===== config.mk =====
export PLATFORM = sky130hd
export DESIGN_NAME = id_ex_stage
export DESIGN_NICKNAME = d
export VERILOG_FILES = /design/src/rtl/id_ex_stage.sv
export SDC_FILE = /design/constraint.sdc
export NUM_CORES = 1
export LEC_CHECK = 0
export BUFFER_PORTS_ARGS = -buffer_cell sky130_fd_sc_hd__buf_2
export CELL_PAD_IN_SITES_DETAIL_PLACEMENT = 0
export CELL_PAD_IN_SITES_GLOBAL_PLACEMENT = 1
export CORE_AREA = 2 2 147 149
export CTS_BUF_LIST = sky130_fd_sc_hd__clkbuf_4 sky130_fd_sc_hd__clkbuf_8
export DETAILED_ROUTE_END_ITERATION = 10
export DIE_AREA = 0 0 149 151
export HOLD_SLACK_MARGIN = 0.12
export PLACE_DENSITY = 0.88
export SYNTH_ARGS = -nofsm -noshare
export SYNTH_HDL_FRONTEND = slang
export SYNTH_SLANG_ARGS = --single-unit

===== constraint.sdc =====
create_clock -name i_clk -period 3.99 [get_ports i_clk]
set_input_delay 0.1995 -clock i_clk [delete_from_list [all_inputs] [get_ports i_clk]]
set_output_delay 0.1995 -clock i_clk [all_outputs]
set_load 0.005 [all_outputs]

===== src/rtl/id_ex_stage.sv =====
`default_nettype none
// ============================================================================
// Module      : id_ex_stage
// Description : Decode-to-execute pipeline register with load-use hazard
//               detection (one bubble per hazard), EX-redirect flush, and a
//               sticky halt once EBREAK or a decode trap reaches EX.
// Revision    : 1.0 - initial release
// ============================================================================
module id_ex_stage #(
    parameter int XLEN  = 32,
    parameter int CNT_W = 16
) (
    input  logic             i_clk,
    input  logic             i_rst_n,
    input  logic             i_id_valid,
    input  logic [XLEN-1:0]  i_inst,
    input  logic [XLEN-1:0]  i_pc,
    input  logic [XLEN-1:0]  i_rs1_data,
    input  logic [XLEN-1:0]  i_rs2_data,
    input  logic [XLEN-1:0]  i_imm,
    input  logic [5:0]       i_fmt,
    input  logic [10:0]      i_ctrl,
    input  logic             i_trap,
    input  logic             i_flush,
    output logic             o_stall,
    output logic             o_ex_valid,
    output logic [XLEN-1:0]  o_ex_pc,
    output logic [XLEN-1:0]  o_ex_inst,
    output logic [XLEN-1:0]  o_ex_rs1_data,
    output logic [XLEN-1:0]  o_ex_rs2_data,
    output logic [XLEN-1:0]  o_ex_imm,
    output logic [5:0]       o_ex_fmt,
    output logic [10:0]      o_ex_ctrl,
    output logic             o_ex_halt,
    output logic             o_halted,
    output logic [CNT_W-1:0] o_bubble_cnt
);

    // Bit positions inside the format and control vectors
    localparam int c_FMT_R    = 0;
    localparam int c_FMT_I    = 1;
    localparam int c_FMT_S    = 2;
    localparam int c_FMT_B    = 3;
    localparam int c_CTRL_REN = 4;

    typedef enum logic [0:0] {
        ST_RUN    = 1'b0,
        ST_HALTED = 1'b1
    } state_t;

    state_t r_state;
    state_t w_state_next;

    logic             r_ex_valid;
    logic [XLEN-1:0]  r_ex_pc;
    logic [XLEN-1:0]  r_ex_inst;
    logic [XLEN-1:0]  r_ex_rs1_data;
    logic [XLEN-1:0]  r_ex_rs2_data;
    logic [XLEN-1:0]  r_ex_imm;
    logic [5:0]       r_ex_fmt;
    logic [10:0]      r_ex_ctrl;
    logic             r_ex_halt;
    logic [CNT_W-1:0] r_bubble_cnt;

    logic       w_uses_rs1;
    logic       w_uses_rs2;
    logic [4:0] w_rs1;
    logic [4:0] w_rs2;
    logic [4:0] w_ex_rd;
    logic       w_hazard;
    logic       w_id_halt;
    logic       w_load_bubble;
    logic       w_stall;
    logic       w_cnt_inc;

    // Operand usage and load-use hazard against the instruction now in EX
    always_comb begin
        w_uses_rs1 = i_fmt[c_FMT_R] | i_fmt[c_FMT_I] | i_fmt[c_FMT_S] | i_fmt[c_FMT_B];
        w_uses_rs2 = i_fmt[c_FMT_R] | i_fmt[c_FMT_S] | i_fmt[c_FMT_B];
        w_rs1      = i_inst[19:15];
        w_rs2      = i_inst[24:20];
        w_ex_rd    = r_ex_inst[11:7];
        w_hazard   = i_id_valid & r_ex_valid & r_ex_ctrl[c_CTRL_REN] &
                     (w_ex_rd != 5'd0) &
                     ((w_uses_rs1 & (w_rs1 == w_ex_rd)) |
                      (w_uses_rs2 & (w_rs2 == w_ex_rd)));
        w_id_halt  = i_id_valid & ((i_fmt == 6'd0) | i_trap);
    end

    // Next-state and pipeline-control decision, halted > flush > hazard > load
    always_comb begin
        w_state_next  = r_state;
        w_load_bubble = 1'b0;
        w_stall       = 1'b0;
        w_cnt_inc     = 1'b0;
        if (r_state == ST_HALTED) begin
            w_load_bubble = 1'b1;
            w_stall       = 1'b1;
        end else if (i_flush) begin
            w_load_bubble = 1'b1;
        end else if (w_hazard) begin
            w_load_bubble = 1'b1;
            w_stall       = 1'b1;
            w_cnt_inc     = 1'b1;
        end else if (w_id_halt) begin
            w_state_next  = ST_HALTED;
        end
    end

    // State register
    always_ff @(posedge i_clk or negedge i_rst_n) begin
        if (!i_rst_n) begin
            r_state <= ST_RUN;
        end else begin
            r_state <= w_state_next;
        end
    end

    // EX pipeline register: bubble or decode capture (ctrl gated by valid)
    always_ff @(posedge i_clk or negedge i_rst_n) begin
        if (!i_rst_n) begin
            r_ex_valid    <= 1'b0;
            r_ex_pc       <= '0;
            r_ex_inst     <= '0;
            r_ex_rs1_data <= '0;
            r_ex_rs2_data <= '0;
            r_ex_imm      <= '0;
            r_ex_fmt      <= '0;
            r_ex_ctrl     <= '0;
            r_ex_halt     <= 1'b0;
        end else if (w_load_bubble) begin
            r_ex_valid    <= 1'b0;
            r_ex_pc       <= '0;
            r_ex_inst     <= '0;
            r_ex_rs1_data <= '0;
            r_ex_rs2_data <= '0;
            r_ex_imm      <= '0;
            r_ex_fmt      <= '0;
            r_ex_ctrl     <= '0;
            r_ex_halt     <= 1'b0;
        end else begin
            r_ex_valid    <= i_id_valid;
            r_ex_pc       <= i_pc;
            r_ex_inst     <= i_inst;
            r_ex_rs1_data <= i_rs1_data;
            r_ex_rs2_data <= i_rs2_data;
            r_ex_imm      <= i_imm;
            r_ex_fmt      <= i_fmt;
            r_ex_ctrl     <= i_id_valid ? i_ctrl : 11'd0;
            r_ex_halt     <= w_id_halt;
        end
    end

    // Saturating count of load-use bubbles
    always_ff @(posedge i_clk or negedge i_rst_n) begin
        if (!i_rst_n) begin
            r_bubble_cnt <= '0;
        end else if (w_cnt_inc && (r_bubble_cnt != {CNT_W{1'b1}})) begin
            r_bubble_cnt <= r_bubble_cnt + 1'b1;
        end
    end

    assign o_stall       = w_stall;
    assign o_ex_valid    = r_ex_valid;
    assign o_ex_pc       = r_ex_pc;
    assign o_ex_inst     = r_ex_inst;
    assign o_ex_rs1_data = r_ex_rs1_data;
    assign o_ex_rs2_data = r_ex_rs2_data;
    assign o_ex_imm      = r_ex_imm;
    assign o_ex_fmt      = r_ex_fmt;
    assign o_ex_ctrl     = r_ex_ctrl;
    assign o_ex_halt     = r_ex_halt;
    assign o_halted      = (r_state == ST_HALTED);
    assign o_bubble_cnt  = r_bubble_cnt;

endmodule
`default_nettype wire


**Word-level counts from Yosys, hierarchy flattened**

Index checks and enable logic that the tools add are counted.
W data, S select, Z words.

- Bits in registers: 196
- Output and inout bits: 197
- Word-level logic and storage cells: 52

- $add $sub $neg: 1
- Equal/unequal tests: 3
- Multiplexer cells: 20
- Bitwise gates (word level): 14
- Reduce and logical (&&, ||, !) cells: 3

Operator list:

| cell | number |
|---|---|
| $mux W32 | 5 |
| $mux W11 | 2 |
| $add A16 B1 Y16 const B | 1 |
| $ne A16 B16 Y1 const B | 1 |
| $mux W1 | 12 |
| $eq A5 B5 Y1 | 2 |
| $and A1 B1 Y1 | 7 |
| $or A1 B1 Y1 | 7 |
| $logic_not A6 Y1 | 1 |
| $mux W6 | 1 |
| $reduce_bool A5 Y1 | 1 |
| $logic_and A1 B1 Y1 | 1 |

**Longest topological paths before layout**

Gate-level depths: netlist of run 1.

- Depth after elaboration: 10
- Depth in mapped cells: 7
- Mapped depth without buffers: 6

**Worst setup path after synthesis of run 1**

No wires, ideal clock.

- Kind: register -> register
- From: register r_ex_inst[10] (netlist: o_ex_inst[10])
- To: register r_ex_rs2_data[11] (netlist: o_ex_rs2_data[11])
- Library setup time: 0.119 ns
- Arrival: 1.760 ns
- Data required time: 3.871 ns
- Slack: 2.111 ns
- Stages on the path, launching flop included: 8
- Cells stage by stage: dfrtp_1 xor2_1 or3_1 o22ai_4 a21oi_4 buf_2 buf_6 and2_1

- Cells in the longest elaborated chain, start to end: 8

RTL lines:

| what | RTL line | text |
|---|---|---|
| start: declaration | 56 | `logic [XLEN-1:0] r_ex_inst;` |
| start signal: assignment | 144 | `r_ex_inst <= i_inst;` |
| $eq A5 B5 Y1 (on tied branches) | 85, 86 |  |
| $and A1 B1 Y1 (on tied branches) | 85, 86 |  |
| $or A1 B1 Y1 | 85 | `((w_uses_rs1 & (w_rs1 == w_ex_rd)) \|` |
| $and A1 B1 Y1 * | 84 | `(w_ex_rd != 5'd0) &` |
| $mux W1 * | 101 | `end else if (w_hazard) begin` |
| $mux W1 * | 99 | `end else if (i_flush) begin` |
| $mux W1 * | 96 | `if (r_state == ST_HALTED) begin` |
| $mux W32 * | 131 | `end else if (w_load_bubble) begin` |
| end signal: assignment | 146 | `r_ex_rs2_data <= i_rs2_data;` |
| end: declaration | 58 | `logic [XLEN-1:0] r_ex_rs2_data;` |

Every way passes the cells marked *; elsewhere a longest branch is shown, timed or not.
A chain may end at the register's enable or synchronous reset.

**Worst setup path after layout of run 1**

- From: input port i_fmt[0]
- To: register r_ex_ctrl[2] (netlist: o_ex_ctrl[2])

- Cells in the longest elaborated chain, start to end: 10

RTL lines:

| what | RTL line | text |
|---|---|---|
| start: declaration | 21 | `input logic [5:0] i_fmt,` |
| $or A1 B1 Y1 (3 in a row) | 78 | `w_uses_rs1 = i_fmt[c_FMT_R] \| i_fmt[c_FMT_I] \| i_fmt[c_FMT_S] \| i_fmt[c_FMT_B];` |
| $and A1 B1 Y1 | 85 |  |
| $or A1 B1 Y1 * | 85 |  |
| $and A1 B1 Y1 * | 84 |  |
| $mux W1 * | 101 |  |
| $mux W1 * | 99 |  |
| $mux W1 * | 96 |  |
| $mux W11 * | 131 |  |
| end signal: assignment | 149 | `r_ex_ctrl <= i_id_valid ? i_ctrl : 11'd0;` |
| end: declaration | 61 | `logic [10:0] r_ex_ctrl;` |

Marks and branches as above.

==> results_tabular.tex, run 1 <==
\begin{tabular}{lr}
\hline
Metric & Value \\
\hline
\multicolumn{2}{l}{\textbf{Status}} \\
\quad Run status & complete, no violations \\
\multicolumn{2}{l}{\textbf{Floorplanning}} \\
\quad Core Footprint & between 0.02 and 0.025 mm\^{}2 \\
\quad Horizontal extent of the die & 149 um \\
\quad Ports & 379 \\
\quad Die Span Y & about 150 um \\
\quad Starting Density & between 30 and 40\% \\
\quad Die Outline Area & 0.0225 mm\^{}2 \\
\quad Row count & 53 \\
\multicolumn{2}{l}{\textbf{Power and ir drop}} \\
\quad Peak supply drop & 248 uV \\
\quad LEAKAGE & 6.32 nW \\
\quad Power density relative to cell area & between 300 and 400 mW/mm\^{}2 \\
\multicolumn{2}{l}{\textbf{Global routing}} \\
\quad Leftover overflow at the end of global routing & 0 \\
\quad GRT Overall Usage & around a fifth \\
\quad Vias in the first global route & between 6000 and 7000 \\
\quad Maximum number of pins on one net before global-route repair & approximately 180 \\
\quad Initial antenna violation count & 0 \\
\quad First-pass GRT wire length & between 30000 and 40000 um \\
\multicolumn{2}{l}{\textbf{Detailed routing}} \\
\quad Number of vias per cell & around 4.3 \\
\quad Number of vias in the routed layout & between 5000 and 6000 \\
\quad Drc violations & 0 \\
\quad WL per Instance & 16.2 um \\
\quad TritonRoute pass-1 iters & 4 \\
\quad Post-route ant nets & 0 \\
\quad Total length of routed wires & roughly 22000 um \\
\quad Number of design-rule violations left by the first detailed-router iteration & 116 \\
\multicolumn{2}{l}{\textbf{Timing}} \\
\quad Fin Setup TNS & 0 ns \\
\quad Post-route clock skew & roughly 0.022 ns \\
\quad Max-slew violation total from the final report & 0 \\
\quad Max Clock Freq & between 300 and 400 MHz \\
\quad Pin slew with the least headroom to its limit & between 0.8 and 0.9 ns \\
\quad Final count of hold timing violations & 0 \\
\quad Worst rel slew slack & around 42\% \\
\quad Min Clock Period, post-route & roughly 3.0 ns \\
\quad Number of endpoints failing setup at the final stage & 0 \\
\quad RSZ-0062 raised after global routing & false \\
\quad Period utilization & about 74\% \\
\multicolumn{2}{l}{\textbf{Worst setup path}} \\
\quad Arrival time at the worst endpoint & about 3.3 ns \\
\quad Required time reported for the critical path endpoint & between 4 and 5 ns \\
\quad Setup slack on the worst flop-to-flop path & about 1.1 ns \\
\quad Worst Path Class, Setup & input port to flip-flop \\
\quad Start of the worst register-to-register path & o\_ex\_inst[11]\$\_DFF\_PN0\_ \\
\quad Critical path startpoint category & input port \\
\quad Number of cells traversed by the worst register-to-register path & 7 \\
\quad Start point of the critical path & i\_fmt[0] \\
\quad Reg-to-Reg End & o\_ex\_ctrl[6]\$\_DFF\_PN0\_ \\
\quad End point of the critical path & o\_ex\_ctrl[2]\$\_DFF\_PN0\_ \\
\quad Crit path capture type & flip-flop \\
\quad Worst Path Max Fanout & 178 \\
\multicolumn{2}{l}{\textbf{Layout}} \\
\quad Final instance count without filler cells & around 1300 \\
\quad Sequential cell area & between 0.004 and 0.005 mm\^{}2 \\
\quad Core occupancy in the finished layout & about 54\% \\
\quad Nets & about 1200 \\
\quad Multi-input combinational cell area & $\sim$0.0017 mm\^{}2 \\
\quad Number of filler cells placed in the layout & about 1700 \\
\quad Share of final-layout standard cells stronger than drive strength 1 & approximately 39\% \\
\quad Layout-stage area growth over the synthesis result & 64.7\% \\
\quad Ant diodes & 0 \\
\multicolumn{2}{l}{\textbf{Logic synthesis}} \\
\quad Sequential area share after synthesis & 72.0\% \\
\quad Post-synthesis net count & around 660 \\
\quad Number of synthesized register bits & slightly below 200 \\
\quad Cell area after synthesis & around 0.0068 mm\^{}2 \\
\quad Synthesized netlist cell count & 481 \\
\quad Post-synth top area cell & dfrtp\_1 \\
\quad Syn avg cell area & between 10 and 15 um\^{}2 \\
\quad Number of distinct library cells after synthesis & 31 \\
\quad Share of the synthesized area in the top cell type & 72.0\% \\
\quad Syn. warnings & 0 \\
\quad Leading cell types by total area after synthesis & dfrtp\_1 (72\%), and2\_1 (15\%), xnor2\_1 (2.7\%) \\
\multicolumn{2}{l}{\textbf{Place}} \\
\quad Global placement routability congestion & 0.789 \\
\quad Post-placement cell count & between 1000 and 1500 \\
\quad HPWL after detailed placement & between 10000 and 15000 um \\
\quad Port buffer count & approximately 380 \\
\multicolumn{2}{l}{\textbf{Clock network}} \\
\quad Setup Buffers After CTS & 0 \\
\quad Clock sink count & between 150 and 200 \\
\quad Root Buffer Master & clkbuf\_8 \\
\quad Clock Path Buffers & 2 \\
\quad Clk\_lat worst skew & 0.45 ns \\
\quad Clock transition at the register clock pins on the worst setup and hold paths after CTS & 0.10 ns \\
\quad TritonCTS clock tree & built \\
\quad Deepest level of the CTS H-tree & 4 \\
\quad Total clock buffers created by CTS & 17 \\
\multicolumn{2}{l}{\textbf{Min path}} \\
\quad Worst hold path type & input port to flip-flop \\
\multicolumn{2}{l}{\textbf{Job}} \\
\quad Max Cap Viol & 0 \\
\hline
\end{tabular}
Yosys cell counts:
| cell type | instances |
|---|---|
| nor4b_1 | 1 |
| o31ai_1 | 1 |
| nor2_1 | 6 |
| nand4b_1 | 1 |
| and3_1 | 17 |
| nor4_1 | 3 |
| xnor2_1 | 21 |
| a21o_1 | 1 |
| mux2_1 | 1 |
| or2_2 | 1 |
| clkbuf_1 | 7 |
| a21oi_4 | 1 |
| mux2_2 | 2 |
| a211oi_1 | 1 |
| nor3_1 | 1 |
| buf_6 | 13 |
| nor3b_1 | 1 |
| a21oi_2 | 1 |
| dfrtp_1 | 196 |
| buf_2 | 2 |
| or3_1 | 1 |
| nand4_1 | 18 |
| nand3_1 | 6 |
| ha_1 | 1 |
| nand2_1 | 4 |
| and2_1 | 167 |
| o22ai_4 | 1 |
| nand2b_1 | 1 |
| o21bai_1 | 1 |
| o21ai_0 | 1 |
| xor2_1 | 2 |
kinds of logic (layout without fill, tap and decap cells):
group           after synthesis  count (layout)  synth area share (%)
simple gates                228             228                  20.5
flops                       196             196                  72.0
fa+ha+maj                     1               1                 0.184
compound gates                8               8                  1.18
xor+xnor                     23              23                  2.96
buf+inv                      22             605                  2.68
mux                           3               3                 0.496
cells in the final DEF (no fill, tap or decap), types with 2 or more instances in the layout:
cell type,instances
and2_1,167
and3_1,17
buf_12,2
buf_2,377
buf_4,2
clkbuf_8,18
clkinv_4,4
dfrtp_1,196
dlygate4sd3_1,191
inv_6,2
inv_8,5
mux2_2,2
nand2_1,4
nand3_1,6
nand4_1,18
nor2_1,6
nor4_1,3
xnor2_1,21
xor2_1,2
report_power, final:
group | switching [mW] | total, mW | internal, mW
logic | 0.105 | 0.292 | 0.187
clock network | 0.755 | 1.23 | 0.472
registers | 0.000520 | 1.99 | 1.99
total | 0.860 | 3.51 | 2.65
critical path, cell delays in order:
cell and delay, ns:
dlygate4sd3_1 0.53, buf_2 0.15, nor4_1 0.56, or3_1 0.25
o22ai_4 0.17, a21oi_4 0.22, buf_12 0.36, and3_1 0.24
dlygate4sd3_1 0.56
layer usage:
metal / share of wire (%) / vias up / GRT usage (%)
li1: - / 2669 / -
met1: 38 / 2768 / 21.0
met2: 52 / 256 / 35.5
met3: 8.1 / 25 / 5.93
met4: 1.8 / 0 / 5.71
met5: 0 / - / 0
worst min-delay path by stage:
stage                 start                     endpoint  slack (ns)  cells after the start
global placement    i_rst_n       o_ex_ctrl[3]$_DFF_PN0_        0.34                      1
floorplan           i_rst_n  o_bubble_cnt[0]$_DFFE_PN0P_        -0.1                      0
CTS                  i_trap           o_halted$_DFF_PN0_        0.32                      4
finish               i_trap           o_halted$_DFF_PN0_        0.33                      4
global route         i_trap           o_halted$_DFF_PN0_        0.35                      4
detailed placement  i_rst_n       o_ex_ctrl[1]$_DFF_PN0_        0.35                      1
registers in the layout, summed over array words and instances (netlist names), 6 cells and up:
register       flops
o_ex_rs1_data     32
o_bubble_cnt      16
o_ex_pc           32
o_ex_ctrl         11
o_ex_imm          32
o_ex_fmt           6
o_ex_inst         32
o_ex_rs2_data     32
stage by stage:
step,power [mW],cell area (um^2),hold WS (ns),worst slack [ns]
2_1_floorplan,2.04,6810,-0.0961,2.11
3_3_place_gp,2.17,8930,0.345,1.65
3_5_place_dp,2.18,8930,0.350,1.62
4_1_cts,3.55,11200,0.321,1.06
5_1_grt,3.66,11200,0.347,0.839
6_report,3.51,11200,0.328,1.03
cell type report:
type,instances,share of cell area [%]
Clock buffer,18,2.15
Clock inverter,14,1.23
Multi-Input combinational cell,263,15.4
Sequential cell,196,43.7
Tap cell,275,3.07
Timing Repair Buffer,573,34.5
repair_timing:
action / 4_1_cts / 5_1_grt
hold buffers: 191 / 0
endpoints found under the hold margin: 279 / 0
resized for setup: 0 / 0
setup endpoints to repair: 0 / 0
Note: power is estimated with default switching activity, not from simulation.
==> run 2: changes to the inputs <==
--- a/config.mk
+++ b/config.mk
@@ -8,12 +8,12 @@
 export BUFFER_PORTS_ARGS = -buffer_cell sky130_fd_sc_hd__buf_2
 export CELL_PAD_IN_SITES_DETAIL_PLACEMENT = 0
 export CELL_PAD_IN_SITES_GLOBAL_PLACEMENT = 1
-export CORE_AREA = 2 2 147 149
+export CORE_MARGIN = 2
+export CORE_UTILIZATION = 31
 export CTS_BUF_LIST = sky130_fd_sc_hd__clkbuf_4 sky130_fd_sc_hd__clkbuf_8
 export DETAILED_ROUTE_END_ITERATION = 10
-export DIE_AREA = 0 0 149 151
 export HOLD_SLACK_MARGIN = 0.12
-export PLACE_DENSITY = 0.88
+export PLACE_DENSITY = 0.87
 export SYNTH_ARGS = -nofsm -noshare
 export SYNTH_HDL_FRONTEND = slang
 export SYNTH_SLANG_ARGS = --single-unit
==> constraint.sdc (replaced) <==
create_clock -name i_clk -period 2.48 [get_ports i_clk]
set_input_delay 0.124 -clock i_clk [delete_from_list [all_inputs] [get_ports i_clk]]
set_output_delay 0.124 -clock i_clk [all_outputs]
set_load 0.005 [all_outputs]
==> run 2 against run 1 <==
Net effect: cell count rose by 0.22%; sequential share of layout area barely moved; non-clock buffer count fell by 3; via count fell by 1.3%; global-route usage fell by 0.56 points; critical path depth fell by 3; clock skew fell by 0.0087 ns; clock-buffer cell count fell by 1; routed wire length fell by 1.6%; power rose by 62%; critical endpoint is now o_stall.
==> results_tabular.tex, run 2 (synthesized netlist as in run 1, its figures left out) <==
\begin{tabular}{lr}
\hline
Metric & Value \\
\hline
\multicolumn{2}{l}{\textbf{Clock network}} \\
\quad Clk\_lat worst skew & $\sim$0.47 ns \\
\quad TritonCTS clock tree & built \\
\quad Clock sink count & 196 \\
\quad Clock Path Buffers & 2 \\
\quad Gates resized, CTS repair & 0 \\
\quad Total clock buffers created by CTS & 17 \\
\quad Clock transition at the register clock pins on the worst setup and hold paths after CTS & about 0.11 ns \\
\quad Root Buffer Master & clkbuf\_8 \\
\quad Deepest level of the CTS H-tree & 4 \\
\multicolumn{2}{l}{\textbf{Worst setup path}} \\
\quad Required time reported for the critical path endpoint & about 2.4 ns \\
\quad Worst Path Class, Setup & flip-flop to output port \\
\quad Critical path startpoint category & flip-flop \\
\quad Crit path cell chain & xor2\_1 -> or3\_1 -> o22ai\_4 -> nand2\_1 -> o21bai\_1 -> buf\_2 \\
\quad Worst Path Max Fanout & 10 \\
\quad Largest stage delay on the critical path & between 0.4 and 0.5 ns \\
\quad Arrival time at the worst endpoint & 2.20 ns \\
\quad Crit path capture type & output port \\
\quad Standard cell with the maximum stage delay on the critical path & dfrtp\_1 \\
\multicolumn{2}{l}{\textbf{Floorplanning}} \\
\quad Die Span Y & between 150 and 200 um \\
\quad Row count & between 50 and 60 \\
\quad Die Outline Area & between 0.02 and 0.025 mm\^{}2 \\
\quad Ports & roughly 380 \\
\quad Starting Density & a little under a third \\
\quad Horizontal extent of the die & about 150 um \\
\quad Core Footprint & 0.0217 mm\^{}2 \\
\multicolumn{2}{l}{\textbf{Place}} \\
\quad Global placement routability congestion & between 0.7 and 0.8 \\
\quad Port buffer count & about 380 \\
\quad HPWL after detailed placement & 14000 um \\
\multicolumn{2}{l}{\textbf{Detailed routing}} \\
\quad WL per Instance & $\sim$16 um \\
\quad Drc violations & 0 \\
\quad Number of design-rule violations left by the first detailed-router iteration & approximately 240 \\
\quad Highest routed layer & met4 \\
\quad Total length of routed wires & 21400 um \\
\quad Number of vias per cell & 4.20 \\
\quad Post-route ant nets & 0 \\
\quad Number of vias in the routed layout & around 5600 \\
\quad Met2 WL & around 11000 um \\
\quad Met1 Routed Length & 8230 um \\
\quad Detail Route met3 WL & $\sim$1600 um \\
\quad TritonRoute pass-1 iters & 4 \\
\multicolumn{2}{l}{\textbf{Layout}} \\
\quad Number of filler cells placed in the layout & roughly 1800 \\
\quad Share of final-layout standard cells stronger than drive strength 1 & about two fifths \\
\quad Most common library cell in the layout ignoring fill and taps & buf\_2 \\
\quad Top library cells by usage in the layout, fill and taps aside & buf\_2 (377), dfrtp\_1 (196), dlygate4sd3\_1 (182) \\
\quad Nets & about 1200 \\
\quad Layout-stage area growth over the synthesis result & 64.6\% \\
\multicolumn{2}{l}{\textbf{Timing}} \\
\quad Number of endpoints failing setup at the final stage & 0 \\
\quad Max-slew violation total from the final report & 0 \\
\quad Period utilization & a little over nine tenths \\
\quad Post-route clock skew & 0.0135 ns \\
\quad Max Clock Freq & roughly 430 MHz \\
\quad Worst rel slew slack & 60.6\% \\
\quad RSZ-0062 raised after global routing & false \\
\quad Pin slew with the least headroom to its limit & approximately 0.6 ns \\
\quad Fin Setup TNS & 0 ns \\
\quad Final count of hold timing violations & 0 \\
\quad Hold\_ws & between 0.2 and 0.25 ns \\
\quad Min Clock Period, post-route & between 2 and 2.5 ns \\
\multicolumn{2}{l}{\textbf{Power and ir drop}} \\
\quad LEAKAGE & 6.29 nW \\
\quad Power density relative to cell area & 506 mW/mm\^{}2 \\
\quad Peak supply drop & around 270 uV \\
\multicolumn{2}{l}{\textbf{Global routing}} \\
\quad First-pass GRT wire length & about 34000 um \\
\quad Maximum number of pins on one net before global-route repair & around 100 \\
\quad Initial antenna violation count & 2 \\
\quad Vias in the first global route & between 6000 and 7000 \\
\quad GRT Overall Usage & 18.6\% \\
\quad Leftover overflow at the end of global routing & 0 \\
\multicolumn{2}{l}{\textbf{Min path}} \\
\quad Worst hold path type & input port to async pin \\
\multicolumn{2}{l}{\textbf{Job}} \\
\quad Max Cap Viol & 0 \\
\multicolumn{2}{l}{\textbf{Status}} \\
\quad Run status & complete, no violations \\
\hline
\end{tabular}
## run 2: repair_timing
action                                 CTS  global route
buffers inserted                         0             0
endpoints found under the hold margin  259             0
setup endpoints to repair                0             0
hold buffers                           182             0
## run 2: stage by stage
stage	setup WS, ns	total power [mW]	cell area (um^2)	instances	utilization [%]
6_report	0.157	5.67	11200	1342	51.7
5_1_grt	0.00194	5.95	11200	1342	51.7
4_1_cts	0.0916	5.77	11200	1340	51.7
3_5_place_dp	0.388	3.51	9010	1127	41.5
3_3_place_gp	0.397	3.51	9010	1127	41.5
2_1_floorplan	0.601	3.28	6810	481	-
## run 2: worst paths after layout
path / startpoint / to / slack, ns / cells after the start
max: o_ex_inst[10]$_DFF_PN0_ / o_stall / 0.16 / 6
min: i_rst_n / o_ex_inst[20]$_DFF_PN0_ / 0.21 / 2
max reg2reg: o_ex_inst[10]$_DFF_PN0_ / o_ex_ctrl[10]$_DFF_PN0_ / 0.36 / 6
min reg2reg: o_bubble_cnt[9]$_DFFE_PN0P_ / o_bubble_cnt[9]$_DFFE_PN0P_ / 0.52 / 1
max in group asynchronous: i_rst_n / o_ex_inst[8]$_DFF_PN0_ / 1.45 / 3
min in group i_clk: i_imm[30] / o_ex_imm[30]$_DFF_PN0_ / 0.39 / 3
## run 2: report_power, final
part	internal [mW]	switching, mW
sequential	3.20	0.000747
combinational	0.308	0.172
clock	0.745	1.25
## run 2: worst max-delay path, delay by kind of cell, from the launching register on
kind                      cells  cell delay, ns
DFF                           1            0.43
xor gates and xnor gates      1            0.17
and+or+nand+nor               2            0.54
buffers and inverters         1            0.12
AOI/OAI and AO/OA             2            0.48
## run 2: area by class of cell
| cell class | count | area, um^2 | share of cell area [%] |
|---|---|---|---|
| Antenna cell | 2 | 5.00 | 0.0446 |
| Timing Repair Buffer | 570 | 3850 | 34.3 |
| Multi-Input combinational cell | 263 | 1730 | 15.4 |
| Clock inverter | 14 | 148 | 1.32 |
| Sequential cell | 196 | 4900 | 43.7 |
| Tap cell | 280 | 350 | 3.12 |
| Clock buffer | 17 | 234 | 2.09 |
## run 2: layer usage
metal	up-vias	GRT usage, %
met2	256	33.2
met5	-	0
met3	38	6.29
met4	0	7.03
met1	2683	20.5
li1	2666	-
==> run 3: changes to the inputs <==
--- a/config.mk
+++ b/config.mk
@@ -14,6 +14,7 @@
 export DETAILED_ROUTE_END_ITERATION = 10
 export HOLD_SLACK_MARGIN = 0.12
 export PLACE_DENSITY = 0.87
+export SETUP_SLACK_MARGIN = 0.3
 export SYNTH_ARGS = -nofsm -noshare
 export SYNTH_HDL_FRONTEND = slang
 export SYNTH_SLANG_ARGS = --single-unit
==> run 3 against run 2 <==
Net effect: sequential share of layout area shrank 0.19 points; clock skew grew 0.0020 ns; clock-buffer cell count is the same; power is essentially flat; cell count grew 0.30%; non-clock buffer count grew 4; routed wire length grew 2.2%; combinational power is essentially flat; die area is the same; utilization grew 0.23 points; global-route usage is essentially flat; setup slack gained 0.24 ns; largest cell class unchanged; highest routed layer unchanged.
==> results_tabular.tex, run 3 (synthesized netlist as in run 1, its figures left out) <==
\begin{tabular}{lr}
\hline
Metric & Value \\
\hline
\multicolumn{2}{l}{\textbf{Status}} \\
\quad Run status & complete, no violations \\
\multicolumn{2}{l}{\textbf{Clock network}} \\
\quad Root Buffer Master & clkbuf\_8 \\
\quad Clock Path Buffers & 2 \\
\quad Total clock buffers created by CTS & 17 \\
\quad TritonCTS clock tree & built \\
\quad Clk\_lat worst skew & roughly 0.47 ns \\
\quad Deepest level of the CTS H-tree & 4 \\
\quad Clock sink count & 196 \\
\quad Clock transition at the register clock pins on the worst setup and hold paths after CTS & $\sim$0.11 ns \\
\multicolumn{2}{l}{\textbf{Worst setup path}} \\
\quad Worst Path Max Fanout & 9 \\
\quad Critical path startpoint category & input port \\
\quad Start point of the critical path & i\_fmt[0] \\
\quad Crit path capture type & flip-flop \\
\quad Start of the worst register-to-register path & o\_ex\_inst[10]\$\_DFF\_PN0\_ \\
\quad Arrival time at the worst endpoint & 2.43 ns \\
\quad Worst Path Class, Setup & input port to flip-flop \\
\quad Required time reported for the critical path endpoint & between 2 and 3 ns \\
\multicolumn{2}{l}{\textbf{Floorplanning}} \\
\quad Horizontal extent of the die & about 150 um \\
\quad Starting Density & about a third \\
\quad Core Footprint & around 0.022 mm\^{}2 \\
\quad Die Span Y & roughly 150 um \\
\quad Die Outline Area & 0.0232 mm\^{}2 \\
\quad Row count & 54 \\
\quad Ports & about 380 \\
\multicolumn{2}{l}{\textbf{Timing}} \\
\quad Period utilization & between 80\% and 90\% \\
\quad Max-slew violation total from the final report & 0 \\
\quad Number of endpoints failing setup at the final stage & 0 \\
\quad Final count of hold timing violations & 0 \\
\quad Post-route worst setup slack & between 0.4 and 0.5 ns \\
\quad Max Clock Freq & just under 500 MHz \\
\quad RSZ-0062 raised after global routing & false \\
\quad Worst rel slew slack & 60.5\% \\
\quad Post-route clock skew & between 0.015 and 0.02 ns \\
\quad Min Clock Period, post-route & 2.08 ns \\
\quad Fin Setup TNS & 0 ns \\
\quad Pin slew with the least headroom to its limit & between 0.5 and 0.6 ns \\
\quad Hold\_ws & about 0.21 ns \\
\multicolumn{2}{l}{\textbf{Power and ir drop}} \\
\quad Peak supply drop & 271 uV \\
\quad LEAKAGE & 6.32 nW \\
\quad Power density relative to cell area & roughly 500 mW/mm\^{}2 \\
\quad Overall Power & between 5 and 6 mW \\
\multicolumn{2}{l}{\textbf{Layout}} \\
\quad Top library cells by usage in the layout, fill and taps aside & buf\_2 (377), dfrtp\_1 (196), dlygate4sd3\_1 (181) \\
\quad Final cell area excluding filler cells & $\sim$0.011 mm\^{}2 \\
\quad Layout-stage area growth over the synthesis result & 65.3\% \\
\quad Core occupancy in the finished layout & approximately half \\
\quad Nets & around 1200 \\
\quad Most common library cell in the layout ignoring fill and taps & buf\_2 \\
\quad Final instance count without filler cells & 1346 \\
\quad Share of final-layout standard cells stronger than drive strength 1 & around two fifths \\
\multicolumn{2}{l}{\textbf{Global routing}} \\
\quad GRT Overall Usage & 18.6\% \\
\quad Leftover overflow at the end of global routing & 0 \\
\quad Vias in the first global route & $\sim$6000 \\
\quad Maximum number of pins on one net before global-route repair & $\sim$100 \\
\quad Initial antenna violation count & 2 \\
\quad First-pass GRT wire length & 33600 um \\
\multicolumn{2}{l}{\textbf{Place}} \\
\quad Post-placement cell count & about 1100 \\
\quad Port buffer count & approximately 380 \\
\quad HPWL after detailed placement & 14000 um \\
\quad Placed cell area & 0.00901 mm\^{}2 \\
\quad DP Worst Slack & between 0.3 and 0.4 ns \\
\quad Global placement routability congestion & slightly below 0.8 \\
\multicolumn{2}{l}{\textbf{Detailed routing}} \\
\quad Post-route ant nets & 0 \\
\quad Number of vias per cell & $\sim$4.2 \\
\quad TritonRoute pass-1 iters & 4 \\
\quad Drc violations & 0 \\
\quad Total length of routed wires & between 20000 and 25000 um \\
\quad Number of vias in the routed layout & roughly 5700 \\
\quad WL per Instance & 16.2 um \\
\quad Number of design-rule violations left by the first detailed-router iteration & between 200 and 250 \\
\multicolumn{2}{l}{\textbf{Job}} \\
\quad Max Cap Viol & 0 \\
\multicolumn{2}{l}{\textbf{Min path}} \\
\quad Worst hold path type & input port to async pin \\
\hline
\end{tabular}
## run 3: changes by cell type in the layout (fill, tap and decap cells not counted), sizes merged
cell / delta
clkbuf: +1
buf: +4
dlygate4sd3: -1
## run 3: report_power, final
part	total (mW)	internal [mW]	switching [mW]
registers	3.20	3.20	0.000745
clock network	2.00	0.745	1.25
logic	0.481	0.309	0.173
## run 3: critical path, stage by stage
cell and delay, ns:
dlygate4sd3_1 0.53, buf_2 0.17, nor4_1 0.07, buf_4 0.14, or3_4 0.39, o22ai_4 0.20
buf_4 0.21, buf_4 0.18, nand4_1 0.10, mux2_1 0.32
## run 3: per-layer routing
metal  share of wire [%]  GRT usage, %  vias up  wire length, um
met3                 7.9          6.29       38             1730
met2                  51          33.3      263            11200
met1                  38          20.4     2722             8270
met5                   0             0        -                0
li1                    -             -     2674                -
met4                 2.9          7.03        0              638
## run 3: worst paths after layout
check	to	slack, ns	cells past startpoint
min	o_ex_inst[20]$_DFF_PN0_	0.21	2
max	o_bubble_cnt[14]$_DFFE_PN0P_	0.40	10
max in group asynchronous	o_ex_inst[8]$_DFF_PN0_	1.44	3
min reg2reg	o_bubble_cnt[9]$_DFFE_PN0P_	0.52	1
min in group i_clk	o_ex_imm[30]$_DFF_PN0_	0.39	3
max reg2reg	o_bubble_cnt[14]$_DFFE_PN0P_	0.41	7
## run 3: timing repair
item / in CTS / in global routing
gates resized for setup: 0 / 4
hold endpoints to repair: 259 / 0
buffers inserted: 2 / 2
setup endpoints to repair: 1 / 9
pin swaps: 1 / 2
gates cloned: 0 / 1
hold buffers: 181 / 0
## run 3: layout make-up
cell class,instances,area (um^2)
fillers,1801,10400
flip-flops and latches,196,4900
repair buffers,574,3880
multi-input cells,263,1740
well taps,280,350
clock buffers,17,234
clock inverters,14,148
diodes,2,5.00
